<file path="src/rtl/countdown_timer.sv">
// Six-digit BCD countdown timer (MM:SS.cc) driving six active-low seven-segment displays.
// Optional feature: define COUNTDOWN_AUTORELOAD_EN to reload the last loaded value on expiry.
module countdown_timer #(
  parameter int TICK_DIV = 500000
) (
  input  logic       CLOCK_50,
  input  logic       aclr,
  input  logic       enable,
  input  logic       load_cs,
  input  logic       load_s,
  input  logic       load_min,
  input  logic [7:0] data,
  output logic [6:0] H0,
  output logic [6:0] H1,
  output logic [6:0] H2,
  output logic [6:0] H3,
  output logic [6:0] H4,
  output logic [6:0] H5,
  output logic [7:0] led,
  output logic       running,
  output logic       done
);

  localparam int PW = (TICK_DIV > 2) ? $clog2(TICK_DIV) : 1;
  localparam logic [PW-1:0] P_LAST = PW'(TICK_DIV - 1);

  typedef enum logic [1:0] {IDLE, RUN, PAUSE, DONE} state_t;

  state_t        state_q, state_d;
  logic [3:0]    cs0_q, cs0_d, cs1_q, cs1_d, s0_q, s0_d, s1_q, s1_d, m0_q, m0_d, m1_q, m1_d;
  logic [3:0]    n_cs0, n_cs1, n_s0, n_s1, n_m0, n_m1;
  logic [PW-1:0] pre_q, pre_d;
  logic          running_q, running_d, done_q, done_d;
  logic          any_load, load_ok, tick, value_zero, dec_zero, reload;
  logic          b0, b1, b2, b3, b4;
`ifdef COUNTDOWN_AUTORELOAD_EN
  logic [7:0]    sh_cs_q, sh_cs_d, sh_s_q, sh_s_d, sh_min_q, sh_min_d;
`endif

  function automatic logic [3:0] sat(input logic [3:0] v, input logic [3:0] lim);
    return (v > lim) ? lim : v;
  endfunction

  function automatic logic [3:0] dec(input logic [3:0] v, input logic [3:0] top);
    return (v == 4'd0) ? top : v - 4'd1;
  endfunction

  function automatic logic [6:0] seg7(input logic [3:0] v);
    case (v)
      4'h0: return 7'b1000000;
      4'h1: return 7'b1111001;
      4'h2: return 7'b0100100;
      4'h3: return 7'b0110000;
      4'h4: return 7'b0011001;
      4'h5: return 7'b0010010;
      4'h6: return 7'b0000010;
      4'h7: return 7'b1111000;
      4'h8: return 7'b0000000;
      4'h9: return 7'b0010000;
      4'hA: return 7'b0001000;
      4'hB: return 7'b0000011;
      4'hC: return 7'b1000110;
      4'hD: return 7'b0100001;
      4'hE: return 7'b0000110;
      default: return 7'b0001110;
    endcase
  endfunction

  // Borrow chain: each digit decrements only when every lower digit is wrapping from 0.
  always_comb begin
    b0    = (cs0_q == 4'd0);
    b1    = b0 && (cs1_q == 4'd0);
    b2    = b1 && (s0_q == 4'd0);
    b3    = b2 && (s1_q == 4'd0);
    b4    = b3 && (m0_q == 4'd0);
    n_cs0 = dec(cs0_q, 4'd9);
    n_cs1 = b0 ? dec(cs1_q, 4'd9) : cs1_q;
    n_s0  = b1 ? dec(s0_q, 4'd9) : s0_q;
    n_s1  = b2 ? dec(s1_q, 4'd5) : s1_q;
    n_m0  = b3 ? dec(m0_q, 4'd9) : m0_q;
    n_m1  = b4 ? dec(m1_q, 4'd5) : m1_q;
  end

  assign any_load   = load_cs | load_s | load_min;
  assign load_ok    = (state_q != RUN);
  assign tick       = (state_q == RUN) && (pre_q == P_LAST);
  assign value_zero = ~|{m1_q, m0_q, s1_q, s0_q, cs1_q, cs0_q};
  assign dec_zero   = ~|{n_m1, n_m0, n_s1, n_s0, n_cs1, n_cs0};

  always_comb begin
    state_d = state_q;
    pre_d   = pre_q;
    reload  = 1'b0;
    {m1_d, m0_d, s1_d, s0_d, cs1_d, cs0_d} = {m1_q, m0_q, s1_q, s0_q, cs1_q, cs0_q};
`ifdef COUNTDOWN_AUTORELOAD_EN
    sh_cs_d  = sh_cs_q;
    sh_s_d   = sh_s_q;
    sh_min_d = sh_min_q;
`endif
    if (load_ok && load_cs) begin
      cs1_d = sat(data[7:4], 4'd9);
      cs0_d = sat(data[3:0], 4'd9);
    end
    if (load_ok && load_s) begin
      s1_d = sat(data[7:4], 4'd5);
      s0_d = sat(data[3:0], 4'd9);
    end
    if (load_ok && load_min) begin
      m1_d = sat(data[7:4], 4'd5);
      m0_d = sat(data[3:0], 4'd9);
    end
`ifdef COUNTDOWN_AUTORELOAD_EN
    if (load_ok && load_cs)  sh_cs_d  = {cs1_d, cs0_d};
    if (load_ok && load_s)   sh_s_d   = {s1_d, s0_d};
    if (load_ok && load_min) sh_min_d = {m1_d, m0_d};
`endif
    // Expiry takes precedence over a pause request arriving on the same tick.
    case (state_q)
      IDLE: begin
        if (!any_load && enable && !value_zero) begin
          state_d = RUN;
          pre_d   = '0;
        end
      end
      RUN: begin
        if (tick) begin
          pre_d = '0;
          {m1_d, m0_d, s1_d, s0_d, cs1_d, cs0_d} = {n_m1, n_m0, n_s1, n_s0, n_cs1, n_cs0};
          if (dec_zero) begin
`ifdef COUNTDOWN_AUTORELOAD_EN
            if (|{sh_min_q, sh_s_q, sh_cs_q}) begin
              reload = 1'b1;
              {m1_d, m0_d} = sh_min_q;
              {s1_d, s0_d} = sh_s_q;
              {cs1_d, cs0_d} = sh_cs_q;
            end else begin
              state_d = DONE;
            end
`else
            state_d = DONE;
`endif
          end else if (!enable) begin
            state_d = PAUSE;
          end
        end else if (enable) begin
          pre_d = pre_q + PW'(1);
        end else begin
          state_d = PAUSE;
        end
      end
      PAUSE: begin
        if (!any_load && enable) state_d = RUN;
      end
      DONE: begin
        if (any_load) state_d = IDLE;
      end
      default: state_d = IDLE;
    endcase
    running_d = (state_d == RUN);
    done_d    = (state_d == DONE) || reload;
  end

  always_ff @(posedge CLOCK_50 or negedge aclr) begin
    if (!aclr) begin
      state_q   <= IDLE;
      pre_q     <= '0;
      cs0_q     <= 4'd0;
      cs1_q     <= 4'd0;
      s0_q      <= 4'd0;
      s1_q      <= 4'd0;
      m0_q      <= 4'd0;
      m1_q      <= 4'd0;
      running_q <= 1'b0;
      done_q    <= 1'b0;
`ifdef COUNTDOWN_AUTORELOAD_EN
      sh_cs_q   <= 8'd0;
      sh_s_q    <= 8'd0;
      sh_min_q  <= 8'd0;
`endif
    end else begin
      state_q   <= state_d;
      pre_q     <= pre_d;
      cs0_q     <= cs0_d;
      cs1_q     <= cs1_d;
      s0_q      <= s0_d;
      s1_q      <= s1_d;
      m0_q      <= m0_d;
      m1_q      <= m1_d;
      running_q <= running_d;
      done_q    <= done_d;
`ifdef COUNTDOWN_AUTORELOAD_EN
      sh_cs_q   <= sh_cs_d;
      sh_s_q    <= sh_s_d;
      sh_min_q  <= sh_min_d;
`endif
    end
  end

  assign H0      = seg7(cs0_q);
  assign H1      = seg7(cs1_q);
  assign H2      = seg7(s0_q);
  assign H3      = seg7(s1_q);
  assign H4      = seg7(m0_q);
  assign H5      = seg7(m1_q);
  assign led     = data;
  assign running = running_q;
  assign done    = done_q;

endmodule
</file>
<file path="config.mk">
export PLATFORM = sky130hd
export DESIGN_NAME = countdown_timer
export DESIGN_NICKNAME = d
export VERILOG_FILES = /design/src/rtl/countdown_timer.sv
export SDC_FILE = /design/constraint.sdc
export NUM_CORES = 1
export LEC_CHECK = 0
export CAP_MARGIN = 40
export CORE_MARGIN = 2
export CORE_UTILIZATION = 50
export CTS_CLUSTER_DIAMETER = 40
export DETAILED_ROUTE_END_ITERATION = 16
export MAX_ROUTING_LAYER = met4
export PLACE_DENSITY_LB_ADDON = 0.2
export SLEW_MARGIN = 10
export SYNTH_ARGS = -nofsm -noshare
export SYNTH_HDL_FRONTEND = slang
export SYNTH_SLANG_ARGS = --single-unit
</file>
<file path="constraint.sdc">
create_clock -name CLOCK_50 -period 3.1 [get_ports CLOCK_50]
set_input_delay 0.465 -clock CLOCK_50 [delete_from_list [all_inputs] [get_ports CLOCK_50]]
set_output_delay 0.465 -clock CLOCK_50 [all_outputs]
set_load 0.01 [all_outputs]
</file>
==> out/metrics.yaml <==
nets: 677
syn_area_per_cell_um2: 8.13
io_buffers: 65
comb_power_share_pct: 43.2
seqPwrFrac_pct: 38.1
switching_share_pct: 38.1
grt_pass1_vias: 4357
cts_tree: "yes"
ctsHoldBuffers: 0
synth.area.top_cells: "dfrtp_1 25%, ha_1 9.9%, nor2_1 5.2%"
worstSetupPathType: "reg2out"
syn2layout_area_growth_pct: 17.0
timing.rr.end: "running"
place_congestion: 0.935
grtUsageTotal_pct: 26.3
yosysTopAreaCellShare_pct: 25.1
route.vias.total: 4559
finalCritPeriodShare_pct: 94.0
power_mw: 2.09
synth_edf_count: 0
dp_slack_ps: 215
cts_setup_buffers: 0
rsz0062_at_grt: "false"
grt_pass1_wl_um: 21100
clock_sinks: 47
worstPathArrival_ps: 2450
die_x_um: 101
dp_hpwl_um: 9650
clock_skew_ps: 8.84
crit_required_ps: 2630
rr_startpoint: "s0_q[0]"
rows: 35
peakVddDrop_mv: 0.259
gr-total-overflow: 0
fp.dieH_um: 101
yosysTopAreaCell: "dfrtp_1"
antenna_found_initial: 0
wl_um: 12700
timing.setup.tns_ps: 0
wl_per_cell_um: 17.2
grt_util_met2_pct: 46.1
cts-root-buf: "clkbuf_8"
clkSlewWorstSetupHoldPaths_ps: 100
setup_violations: 0
slew_headroom_pct: 50.9
synth_nets: 628
routed_via_density: 6.18
status: "finished clean"
drt_pre_antenna_iters: 5
r2r_slack_ps: 320
drc: 0
grt_use_met3_pct: 2.15
critPathMaxFanout: 8
first_iter_violations: 264
switchingPower_uw: 794
met1_usage_pct: 33.5
synth_cell_types: 70
synthFlopType: "dfrtp_1"
core-area_mm2: 0.00915
worst_pin_slew_ps: 719
drive_above_1_share_pct: 10.4
syn_area_mm2: 0.00469
intPower_mw: 1.29
holdCritPathClass: "in2async"
initial_core_util_pct: 51.2
whs_ps: 157
clk_latency_ps: 300
fin_crit_ps: 2910
fmax_ghz: 0.343
h-tree-depth: 2
r2r_cells: 8
cts_buffer_depth: 2
cts_resized: 0
drv_cap: 0
design.portCount: 66
drv_slew: 0
yosysSeqAreaShare_pct: 25.1
fillers: 853
cp-start-kind: "flop"
async_reset_ff_share_pct: 100
p_per_area_mw_per_mm2: 380
die_area_mm2: 0.0102
grt_max_degree: 27
ant_nets: 0
cts_buffers: 5
grt.busiest_layer: "met2"
power.leakage_nw: 2.30
synth_cells: 577
ys_warn_count: 0
end_kind: "output pin"
antenna_cells: 0
ys_seq_elements: 47
finalHoldViolCount: 0
setup_ws_ps: 187
clkPwrFrac_pct: 18.7
metal layers:
metal / wire length, um / up-vias
met3: 575 / 15
met1: 5420 / 2214
met4: 151 / 0
li1: - / 2200
met5: 0 / -
met2: 6520 / 130
power groups by stage:
| stage | Sequential (mW) | Clock, mW | Combinational, mW |
|---|---|---|---|
| final | 0.796 | 0.390 | 0.902 |
| after global routing | 0.814 | 0.421 | 0.992 |
| after CTS | 0.794 | 0.401 | 0.903 |
| after detailed placement | 0.806 | 0 | 0.898 |
| after global placement | 0.799 | 0 | 0.877 |
| after floorplan | 0.735 | 0 | 0.590 |
cell usage in the layout, fill, tap and decap left out, types with 10 or more instances in the layout:
master	n
buf_4	19
mux2_2	11
nand4_1	15
ha_1	37
nor2_1	65
a31oi_1	10
nor3_1	16
inv_1	21
o21ai_0	39
nor2b_1	10
a21oi_1	32
mux2i_1	24
clkdlybuf4s50_1	64
dfrtp_1	47
nand3_1	27
nand2_1	44
critical path, cell delays in order, from the launching register on:
cell and delay, ps:
dfrtp_1 490, inv_1 190, ha_1 290, nor2_1 80
or3b_2 470, o21ai_0 80, clkdlybuf4s50_1 550
metrics by stage:
| stage | cell area [um^2] | cells | util, % |
|---|---|---|---|
| final | 5490 | 738 | 59.9 |
| after global routing | 5490 | 738 | 59.9 |
| after CTS | 5480 | 738 | 59.9 |
| after detailed placement | 5400 | 730 | 58.9 |
| after global placement | 5400 | 730 | 58.9 |
| after floorplan | 4690 | 577 | - |
sequential cells by signal (all words and copies together), names as in the netlist:
register and flops:
pre_q 19, cs0_q 4, state_q 2, done 1
s1_q 4, m1_q 4, s0_q 4, cs1_q 4
m0_q 4, running 1
how the worst max path moves through the flow:
stage,from,to,slack (ps),cells after the start
after global placement,load_s,pre_q[10],280,7
after CTS,m1_q[0],H5[0],180,6
after detailed placement,load_s,pre_q[10],210,7
final,s0_q[0],H2[0],190,6
after floorplan,s1_q[0],pre_q[17],560,10
after global routing,m1_q[0],H5[0],50,6
cells by family after synthesis:
group | count (synthesis) | synth area share, %
adder cells (fa/ha/maj) | 37 | 9.87
XOR/XNOR | 8 | 1.49
buffers and inverters | 64 | 6.48
AND/OR/NAND/NOR | 237 | 26.8
AO/OA/AOI/OAI | 143 | 19.8
flip-flops | 47 | 25.1
multiplexers | 41 | 10.4
synthesized netlist by cell type, types with 9 or more instances:
cell and n:
nor2_1 65, dfrtp_1 47, nand2_1 44, o21ai_0 39, ha_1 37, a21oi_1 32
nand3_1 27, mux2i_1 24, inv_1 21, clkbuf_1 18, nor3_1 16, nand4_1 15
mux2_2 11, a31oi_1 10, nor2b_1 10, a211oi_1 9, and3_1 9, buf_4 9
area by class of cell:
| class | instances | area, um^2 | area share [%] |
|---|---|---|---|
| multi-input cells | 466 | 3210 | 58.5 |
| flip-flops and latches | 47 | 1180 | 21.4 |
| repair buffers | 84 | 788 | 14.4 |
| well taps | 111 | 139 | 2.53 |
| inverters | 22 | 82.6 | 1.51 |
| clock buffers | 6 | 72.6 | 1.32 |
| clock inverters | 2 | 16.3 | 0.296 |
(Power assumes the default switching activity.)
